===== config.mk =====
export PLATFORM = sky130hd
export DESIGN_NAME = spi_shift_engine_flat
export DESIGN_NICKNAME = d
export VERILOG_FILES = /design/src/rtl/spi_shift_engine_pkg.sv /design/src/rtl/spi_shift_engine_if.sv /design/src/rtl/spi_shift_engine_tx_buffer.sv /design/src/rtl/spi_shift_engine.sv /design/src/flat_wrapper.sv
export SDC_FILE = /design/constraint.sdc
export NUM_CORES = 1
export LEC_CHECK = 0
export ABC_AREA = 1
export BUFFER_PORTS_ARGS = -buffer_cell sky130_fd_sc_hd__buf_4
export CAP_MARGIN = 20
export CORE_ASPECT_RATIO = 0.75
export CORE_MARGIN = 2
export CORE_UTILIZATION = 53
export CTS_BUF_LIST = sky130_fd_sc_hd__clkbuf_4
export CTS_CLUSTER_DIAMETER = 120
export DETAILED_ROUTE_END_ITERATION = 10
export PLACE_DENSITY = 0.81
export REMOVE_ABC_BUFFERS = 1
export SETUP_SLACK_MARGIN = 0.1
export SKIP_LAST_GASP = 1
export SLEW_MARGIN = 15
export SYNTH_ARGS = -nofsm -noshare
export SYNTH_HDL_FRONTEND = slang
export SYNTH_SLANG_ARGS = --single-unit

===== constraint.sdc =====
create_clock -name clk -period 1.5 [get_ports clk]
set_clock_uncertainty 0.1 [all_clocks]
set_input_delay 0.075 -clock clk [delete_from_list [all_inputs] [get_ports clk]]
set_output_delay 0.075 -clock clk [all_outputs]
set_load 0.05 [all_outputs]

===== src/rtl/spi_shift_engine_pkg.sv =====
// Shared definitions for the SPI shift engine: bit-order constants, FSM encoding
// and the legacy shift-register mode codes.
package spi_shift_engine_pkg;

  localparam logic MSB_FIRST = 1'b0;
  localparam logic LSB_FIRST = 1'b1;

  typedef enum logic {
    IDLE  = 1'b0,
    SHIFT = 1'b1
  } state_t;

  // Mode codes of the original 8-bit mode-driven shift register.
  typedef enum logic [1:0] {
    PLOAD = 2'b00,
    HOLD  = 2'b01,
    LEFT  = 2'b10,
    RIGHT = 2'b11
  } mode_t;

endpackage


===== src/rtl/spi_shift_engine_if.sv =====
// Host/edge-generator facing bundle of the SPI shift engine.
// master = host side, slave = engine side.
interface spi_shift_engine_if #(
  parameter int WIDTH = 8
);
  localparam int CNT_W = $clog2(WIDTH);

  logic             shiftEdge;
  logic             lsbFirst;
  logic [WIDTH-1:0] txData;
  logic             txValid;
  logic             txReady;
  logic             serialIn;
  logic             serialOut;
  logic [WIDTH-1:0] rxData;
  logic             rxValid;
  logic             rxReady;
  logic             busy;
  logic [CNT_W-1:0] bitCount;
  logic             overrun;
  logic             overrunClr;
  logic             abort;

  modport master (
    output shiftEdge, lsbFirst, txData, txValid, serialIn, rxReady, overrunClr, abort,
    input  txReady, serialOut, rxData, rxValid, busy, bitCount, overrun
  );

  modport slave (
    input  shiftEdge, lsbFirst, txData, txValid, serialIn, rxReady, overrunClr, abort,
    output txReady, serialOut, rxData, rxValid, busy, bitCount, overrun
  );

endinterface


===== src/rtl/spi_shift_engine_tx_buffer.sv =====
// One-entry transmit holding register (word + bit order), used by the engine
// only when SPI_SHIFT_DOUBLE_BUFFER_EN is defined.
module spi_shift_engine_tx_buffer #(
  parameter int WIDTH = 8
) (
  input  logic             clk,
  input  logic             rst_n,
  input  logic             i_wr,
  input  logic [WIDTH-1:0] i_data,
  input  logic             i_order,
  input  logic             i_pop,
  input  logic             i_flush,
  output logic             o_full,
  output logic [WIDTH-1:0] o_data,
  output logic             o_order
);

  logic             r_full;
  logic [WIDTH-1:0] r_data;
  logic             r_order;

  always_ff @(posedge clk or negedge rst_n) begin
    if (!rst_n) begin
      r_full  <= 1'b0;
      r_data  <= '0;
      r_order <= 1'b0;
    end else if (i_flush) begin
      r_full <= 1'b0;
    end else if (i_wr) begin
      r_full  <= 1'b1;
      r_data  <= i_data;
      r_order <= i_order;
    end else if (i_pop) begin
      r_full <= 1'b0;
    end
  end

  assign o_full  = r_full;
  assign o_data  = r_data;
  assign o_order = r_order;

endmodule


===== src/rtl/spi_shift_engine.sv =====
// Full-duplex SPI shift engine: parallel load, serial shift on edge strobes,
// received-word handshake, overrun and abort. Optional SPI_SHIFT_DOUBLE_BUFFER_EN.
import spi_shift_engine_pkg::*;

module spi_shift_engine #(
  parameter int WIDTH = 8
) (
  input logic               clk,
  input logic               rst_n,
  spi_shift_engine_if.slave bus
);

  localparam int               CNT_W    = $clog2(WIDTH);
  localparam logic [CNT_W-1:0] LAST_BIT = CNT_W'(WIDTH - 1);

  state_t           r_state;
  logic [WIDTH-1:0] r_shreg;
  logic             r_order;
  logic [CNT_W-1:0] r_bit_cnt;
  logic [WIDTH-1:0] r_rx_data;
  logic             r_rx_valid;
  logic             r_overrun;

  logic [WIDTH-1:0] w_shifted;
  logic             w_edge;
  logic             w_frame_end;
  logic             w_reload;
  logic [WIDTH-1:0] w_reload_data;
  logic             w_reload_order;

  assign w_shifted = (r_order == MSB_FIRST) ? {r_shreg[WIDTH-2:0], bus.serialIn}
                                            : {bus.serialIn, r_shreg[WIDTH-1:1]};

  assign w_edge      = (r_state == SHIFT) && bus.shiftEdge && !bus.abort;
  assign w_frame_end = w_edge && (r_bit_cnt == LAST_BIT);

`ifdef SPI_SHIFT_DOUBLE_BUFFER_EN
  logic             w_buf_full;
  logic [WIDTH-1:0] w_buf_data;
  logic             w_buf_order;
  logic             w_accept_shift;
  logic             w_buf_wr;
  logic             w_buf_pop;

  // A word offered on the very frame-end cycle with an empty buffer bypasses
  // the buffer straight into the shift register.
  assign w_accept_shift = (r_state == SHIFT) && bus.txValid && bus.txReady;
  assign w_buf_wr       = w_accept_shift && !w_frame_end;
  assign w_buf_pop      = w_frame_end && w_buf_full;
  assign w_reload       = w_frame_end && (w_buf_full || w_accept_shift);
  assign w_reload_data  = w_buf_full ? w_buf_data  : bus.txData;
  assign w_reload_order = w_buf_full ? w_buf_order : bus.lsbFirst;
  assign bus.txReady    = !bus.abort && !w_buf_full;

  spi_shift_engine_tx_buffer #(.WIDTH(WIDTH)) u_tx_buf (
    .clk     (clk),
    .rst_n   (rst_n),
    .i_wr    (w_buf_wr),
    .i_data  (bus.txData),
    .i_order (bus.lsbFirst),
    .i_pop   (w_buf_pop),
    .i_flush (bus.abort),
    .o_full  (w_buf_full),
    .o_data  (w_buf_data),
    .o_order (w_buf_order)
  );
`else
  assign w_reload       = 1'b0;
  assign w_reload_data  = bus.txData;
  assign w_reload_order = bus.lsbFirst;
  assign bus.txReady    = (r_state == IDLE) && !bus.abort;
`endif

  always_ff @(posedge clk or negedge rst_n) begin
    if (!rst_n) begin
      r_state    <= IDLE;
      r_shreg    <= '0;
      r_order    <= 1'b0;
      r_bit_cnt  <= '0;
      r_rx_data  <= '0;
      r_rx_valid <= 1'b0;
      r_overrun  <= 1'b0;
    end else begin
      if (r_rx_valid && bus.rxReady) r_rx_valid <= 1'b0;
      if (bus.overrunClr)            r_overrun  <= 1'b0;

      case (r_state)
        IDLE: begin
          if (bus.txValid && bus.txReady) begin
            r_shreg   <= bus.txData;
            r_order   <= bus.lsbFirst;
            r_bit_cnt <= '0;
            r_state   <= SHIFT;
          end
        end
        SHIFT: begin
          if (bus.abort) begin
            r_state   <= IDLE;
            r_bit_cnt <= '0;
          end else if (w_frame_end) begin
            // Later assignments override the clears above: set beats clear.
            r_rx_data  <= w_shifted;
            r_rx_valid <= 1'b1;
            r_bit_cnt  <= '0;
            if (r_rx_valid && !bus.rxReady) r_overrun <= 1'b1;
            if (w_reload) begin
              r_shreg <= w_reload_data;
              r_order <= w_reload_order;
            end else begin
              r_shreg <= w_shifted;
              r_state <= IDLE;
            end
          end else if (w_edge) begin
            r_shreg   <= w_shifted;
            r_bit_cnt <= r_bit_cnt + 1'b1;
          end
        end
        default: r_state <= IDLE;
      endcase
    end
  end

  assign bus.serialOut = (r_order == MSB_FIRST) ? r_shreg[WIDTH-1] : r_shreg[0];
  assign bus.busy      = (r_state == SHIFT);
  assign bus.bitCount  = r_bit_cnt;
  assign bus.rxData    = r_rx_data;
  assign bus.rxValid   = r_rx_valid;
  assign bus.overrun   = r_overrun;

endmodule


===== src/flat_wrapper.sv =====
// flat-port wrapper written by rule: the top's interface ports become plain ports
module spi_shift_engine_flat 
#(
  parameter int WIDTH = 8
)
  (clk, rst_n, bus_shiftEdge, bus_lsbFirst, bus_txData, bus_txValid, bus_serialIn, bus_rxReady, bus_overrunClr, bus_abort, bus_txReady, bus_serialOut, bus_rxData, bus_rxValid, bus_busy, bus_bitCount, bus_overrun);
  spi_shift_engine_if #(.WIDTH(WIDTH)) bus_i ();
  input logic clk;
  input logic rst_n;
  input wire logic [$bits(bus_i.shiftEdge)-1:0] bus_shiftEdge;
  input wire logic [$bits(bus_i.lsbFirst)-1:0] bus_lsbFirst;
  input wire logic [$bits(bus_i.txData)-1:0] bus_txData;
  input wire logic [$bits(bus_i.txValid)-1:0] bus_txValid;
  input wire logic [$bits(bus_i.serialIn)-1:0] bus_serialIn;
  input wire logic [$bits(bus_i.rxReady)-1:0] bus_rxReady;
  input wire logic [$bits(bus_i.overrunClr)-1:0] bus_overrunClr;
  input wire logic [$bits(bus_i.abort)-1:0] bus_abort;
  output wire logic [$bits(bus_i.txReady)-1:0] bus_txReady;
  output wire logic [$bits(bus_i.serialOut)-1:0] bus_serialOut;
  output wire logic [$bits(bus_i.rxData)-1:0] bus_rxData;
  output wire logic [$bits(bus_i.rxValid)-1:0] bus_rxValid;
  output wire logic [$bits(bus_i.busy)-1:0] bus_busy;
  output wire logic [$bits(bus_i.bitCount)-1:0] bus_bitCount;
  output wire logic [$bits(bus_i.overrun)-1:0] bus_overrun;
  assign bus_i.shiftEdge = bus_shiftEdge;
  assign bus_i.lsbFirst = bus_lsbFirst;
  assign bus_i.txData = bus_txData;
  assign bus_i.txValid = bus_txValid;
  assign bus_i.serialIn = bus_serialIn;
  assign bus_i.rxReady = bus_rxReady;
  assign bus_i.overrunClr = bus_overrunClr;
  assign bus_i.abort = bus_abort;
  assign bus_txReady = bus_i.txReady;
  assign bus_serialOut = bus_i.serialOut;
  assign bus_rxData = bus_i.rxData;
  assign bus_rxValid = bus_i.rxValid;
  assign bus_busy = bus_i.busy;
  assign bus_bitCount = bus_i.bitCount;
  assign bus_overrun = bus_i.overrun;
  spi_shift_engine #(.WIDTH(WIDTH)) u_core (.clk(clk), .rst_n(rst_n), .bus(bus_i));
endmodule

## Yosys cells after proc, flatten, opt, wreduce, memory -nomap -nowiden

Cells that the tools add are included.

- Register bits after elaboration: 23
- Input bits: 17
- Output and inout bits: 16
- Logic and storage cells: 55

- Add/subtract/negate cells: 1
- Equality and inequality tests: 5
- Multiplexer cells: 27
- Bitwise gates (word level): 2
- Reductions and logical operators: 13

Operators by type and width:

| kind | count |
|---|---|
| 2-to-1 mux 8 bit | 5 |
| one-hot mux 8 bit (2 select lines) | 1 |
| 2-to-1 mux 1 bit | 15 |
| 2-to-1 mux 3 bit | 4 |
| logical AND 1 bit | 7 |
| one-hot mux 3 bit (2 select lines) | 1 |
| AND reduction 3 bit | 2 |
| != test 2 bit, second input constant | 2 |
| != test 4 bit, second input constant | 1 |
| AND reduction 2 bit | 2 |
| adder 3 x 1 -> 3 bit, second input constant | 1 |
| equality test 3 bit, second input constant | 1 |
| != test 3 bit, second input constant | 1 |
| zero test 1 bit | 2 |
| NOT 1 bit | 2 |
| one-hot mux 1 bit (2 select lines) | 1 |

## Longest topological paths before layout

- Depth in word-level cells: 6
- Gate-level depth with buffers: 6
- Gate-level depth less buffers: 6

## Worst setup path after synthesis

Ideal clock, no wire load.

- Kind: register -> register
- From: reg u_core.r_state, in the netlist u_core.bus.busy
- To: reg u_core.r_shreg[5]
- Setup time: 0.117 ns
- Arrival: 1.634 ns
- Data required time: 1.283 ns
- Setup slack: -0.351 ns
- Cell stages (with the launch flop): 7
- Buffers on the path: 0
- Clock period less this slack: 1.851 ns
- Cell sequence: dfrtp_1 > nor2_2 > nand2_2 > nand2_4 > inv_4 > nand2_1 > nand2_1

- Elaborated cells on any way between the ends: 13
- Classes of those cells: 3 x eq/ne; 3 x mux; 1 x bitwise; 6 x reduce/logical

RTL lines:

| element | RTL line | source |
|---|---|---|
| from (decl) | spi_shift_engine.sv:16 | `state_t r_state;` |
| from (signal assigned) | spi_shift_engine.sv:76 | `r_state <= IDLE;` |
| from (signal assigned) | spi_shift_engine.sv:93 | `r_state <= SHIFT;` |
| from (signal assigned) | spi_shift_engine.sv:98 | `r_state <= IDLE;` |
| NOT 1 bit (no source line) | - |  |
| logical AND 1 bit | spi_shift_engine.sv:71 | `assign bus.txReady = (r_state == IDLE) && !bus.abort;` |
| named net bus_txReady | flat_wrapper.sv:18 | `output wire logic [$bits(bus_i.txReady)-1:0] bus_txReady;` |
| logical AND 1 bit | spi_shift_engine.sv:89 | `if (bus.txValid && bus.txReady) begin` |
| != test 2 bit (no source line) | - |  |
| AND reduction 3 bit (no source line) | - |  |
| to (signal assigned) | spi_shift_engine.sv:90 | `r_shreg <= bus.txData;` |
| to (signal assigned) | spi_shift_engine.sv:107 | `r_shreg <= w_reload_data;` |
| to (signal assigned) | spi_shift_engine.sv:110 | `r_shreg <= w_shifted;` |
| to (decl) | spi_shift_engine.sv:17 | `logic [WIDTH-1:0] r_shreg;` |

The timed path passes the listed nets, and every way through them passes these cells. The select of a mux whose other input is x is not followed.
A chain may end at the register's enable or synchronous reset.

## Worst setup path in the final report

- From: reg u_core.r_order
- To: out bus_serialOut

- Cells in the longest elaborated chain, start to end: 1

RTL lines:

| element | RTL line | source |
|---|---|---|
| from (decl) | spi_shift_engine.sv:18 | `logic r_order;` |
| from (signal assigned) | spi_shift_engine.sv:91 | `r_order <= bus.lsbFirst;` |
| from (signal assigned) | spi_shift_engine.sv:108 | `r_order <= w_reload_order;` |
| 2-to-1 mux 1 bit | spi_shift_engine.sv:123 | `assign bus.serialOut = (r_order == MSB_FIRST) ? r_shreg[WIDTH-1] : r_shreg[0];` |
| to (decl) | flat_wrapper.sv:19 | `output wire logic [$bits(bus_i.serialOut)-1:0] bus_serialOut;` |

Every way passes these cells.

==> run_results.csv <==
group,metric,value,unit
power,combinationalPowerShare,35.5,%
routing,vias_per_cell,5.34,
place,port_buffers,32,
grt,antenna_found_initial,0,
routing,wl,3060,um
power,power,1.63,mW
grt,grt.total_usage,24.9,%
layout,num_antenna_cells,0,
power,clkPwrFrac,17.8,%
clock_network,clock-root-buffer,"clkbuf_4",
power,intPower,1.03,mW
sta,rsz0062_at_grt,"false",
synthesis,ys_ff_latch,23,
grt,first_global_vias,1122,
layout,nNetsFinal,229,
routing,wl_per_cell,13.1,um
clock_network,clk_path_buf_depth,2,
place,dpl_worst_slack,0.0516,ns
grt,grt_pass1_wl,4870,um
critical_path,crit_required,1.32,ns
grt,grt_max_degree,24,
grt,grtUsageMet2,42.7,%
critical_path,cp.arrival,1.19,ns
run_status,status,"finished, violations left",
critical_path,critPathCaptureType,"primary output",
grt,grt_util_met1,31.6,%
power,seqPwrFrac,46.7,%
sta,setup_viol,0,
clock_network,cts_buffers,3,
power,swShare,36.7,%
layout,multi_input_area,573,um2
floorplan,num_rows,14,
synthesis,netlist_instances,153,
synthesis,synth_seq_area_share,48.2,%
clock_network,cts_tree,"done",
routing,drtPass1Iterations,8,
grt,gr-max-usage-layer,"met2",
sta,drv_slew,0,
sta,finalWorstSetupSlack,0.139,ns
synthesis,synth.area.top_cells,"dfrtp_1 48%, nand2_1 23%, nand3_1 10%",
layout,final_util,83.0,%
power,p_sw,0.600,mW
floorplan,fp.dieH,45.1,um
synthesis,synth_top_area_cell,"dfrtp_1",
floorplan,die_area,2650,um2
sta,max_freq,735,MHz
synthesis,synth_flop_cell,"dfrtp_1",
layout,layout_common_cells,"72 x nand2_1, 38 x buf_4, 23 x nand3_1",
synthesis,yosysWarnings,0,
clock_network,clock-sinks,23,
place,hpwl,1980,um
synthesis,synthArstFlopShare,100,%
critical_path,startpoint_type,"register",
power,p_leak,0.955,nW
critical_path,cp_max_fo,3,
clock_network,clk_pin_slew,0.13,ns
synthesis,syn_area,1190,um2
clock_network,insertion_delay,0.32,ns
synthesis,synth_edf_count,0,
sta,finalHoldViolations,0,
sta,relSlewSlack,77.4,%
clock_network,htreeDepth,1,
grt,grt_use_met3,6.59,%
routing,antenna_left,0,
flow_run,max-cap-violations,0,
power,pwr_density_cell,953,nW/um2
sta,finalCriticalPeriod,1.36,ns
sta,tightest_slew,0.337,ns
run_status,violations,"design-rule violations",
routing,first_iter_violations,65,
floorplan,io_pins,33,
layout,fillers,130,
synthesis,synth_top_area_share,48.2,%
hold_path,worstHoldPathType,"in -> reg",
sta,whs,0.0231,ns
layout,area_growth,43.6,%
routing,drc_errors,1,
routing,routed-via-count,1245,
floorplan,start_util,57.8,%
floorplan,core,2070,um2
synthesis,yosysUniqueCellTypes,20,
sta,timing.final.crit_share,90.8,%
floorplan,die_x,58.8,um
critical_path,critical_path_class,"reg -> out",
place,gp_congestion,0.818,
sta,tns,0,ns
grt,gr-total-overflow,0,
power,vdd_drop_max,0.720,mV
layout,seq_area,577,um2
layout,final_common_cell,"nand2_1",
synthesis,syn_area_per_cell,7.81,um2
layout,final_layout_size_suffix_gt1_share,32.1,%
## worst paths after layout
kind | slack (ns) | cells after the start | end | startpoint
worst max-delay path | 0.14 | 4 | bus_serialOut | u_core.r_order
worst min-delay path | 0.02 | 5 | u_core.r_shreg[0] | bus_serialIn
worst max register to register | 0.15 | 6 | u_core.r_shreg[3] | u_core.bus.busy
worst min register to register | 0.40 | 2 | u_core.bus.rxData[1] | u_core.bus.rxData[1]
max in group asynchronous | 0.97 | 2 | u_core.r_order | rst_n
min in group asynchronous | 0.09 | 2 | u_core.bus.rxData[0] | rst_n
## layer usage
metal | share of wire [%] | up-vias | routed length (um)
met3 | 8.3 | 8 | 254
met2 | 49 | 63 | 1490
met1 | 41 | 574 | 1240
met5 | 0 | - | 0
met4 | 2.4 | 0 | 73
li1 | - | 600 | -
## through the flow
stage / std cells / instance area [um2]
2_1_floorplan: 149 / 1150
3_3_place_gp: 209 / 1450
3_5_place_dp: 209 / 1450
4_1_cts: 230 / 1650
5_1_grt: 233 / 1720
6_report: 233 / 1720
## cells by family after synthesis
family | count (synthesis) | synth area share [%]
AND/OR/NAND/NOR | 111 | 40.5
buffers and inverters | 12 | 6.18
AO/OA/AOI/OAI | 5 | 3.04
flip-flops | 23 | 48.2
adder cells (fa/ha/maj) | 2 | 2.09
## cells in the mapped netlist (2+ instances only)
cell type and instances:
nand2_1 73, nand3_1 24, dfrtp_1 23, or2_2 7, inv_1 5, buf_2 2
ha_1 2, inv_2 2, nand2_2 2, nor2_2 2, o21ai_0 2
## cell type report
type                            instances  area share [%]
Sequential cell                        23            33.6
Multi-Input combinational cell        118            33.4
Timing Repair Buffer                   56            27.4
Inverter                                8            2.19
Tap cell                               24            1.75
Clock buffer                            3            1.31
Clock inverter                          1           0.292
## registers in the layout, indices dropped and copies added (netlist names)
| signal | count |
|---|---|
| u_core.bus.bitCount | 3 |
| u_core.bus.busy | 1 |
| u_core.bus.overrun | 1 |
| u_core.bus.rxData | 8 |
| u_core.bus.rxValid | 1 |
| u_core.r_order | 1 |
| u_core.r_shreg | 8 |
## critical path: stages (launching register included)
cell and delay, ns:
dfrtp_2 0.48, buf_6 0.14, nand2_2 0.04, nand2_1 0.06
buf_6 0.15
## repair_timing
item | CTS | global route
gates resized for setup | 4 | 10
setup endpoints to repair | 10 | 22
hold endpoints to repair | 38 | 0
pin swaps | 0 | 1
hold buffers | 14 | 0
setup buffers | 3 | 3
gates cloned | 0 | 0
## power groups by stage
stage / logic (mW) / clock network (mW) / registers [mW]
after floorplan: 0.272 / 0 / 0.798
after global placement: 0.442 / 0 / 0.774
after detailed placement: 0.458 / 0 / 0.777
after CTS: 0.523 / 0.296 / 0.758
after global routing: 0.634 / 0.325 / 0.776
final: 0.580 / 0.290 / 0.764
No activity file was read; power rests on OpenSTA's default activity.
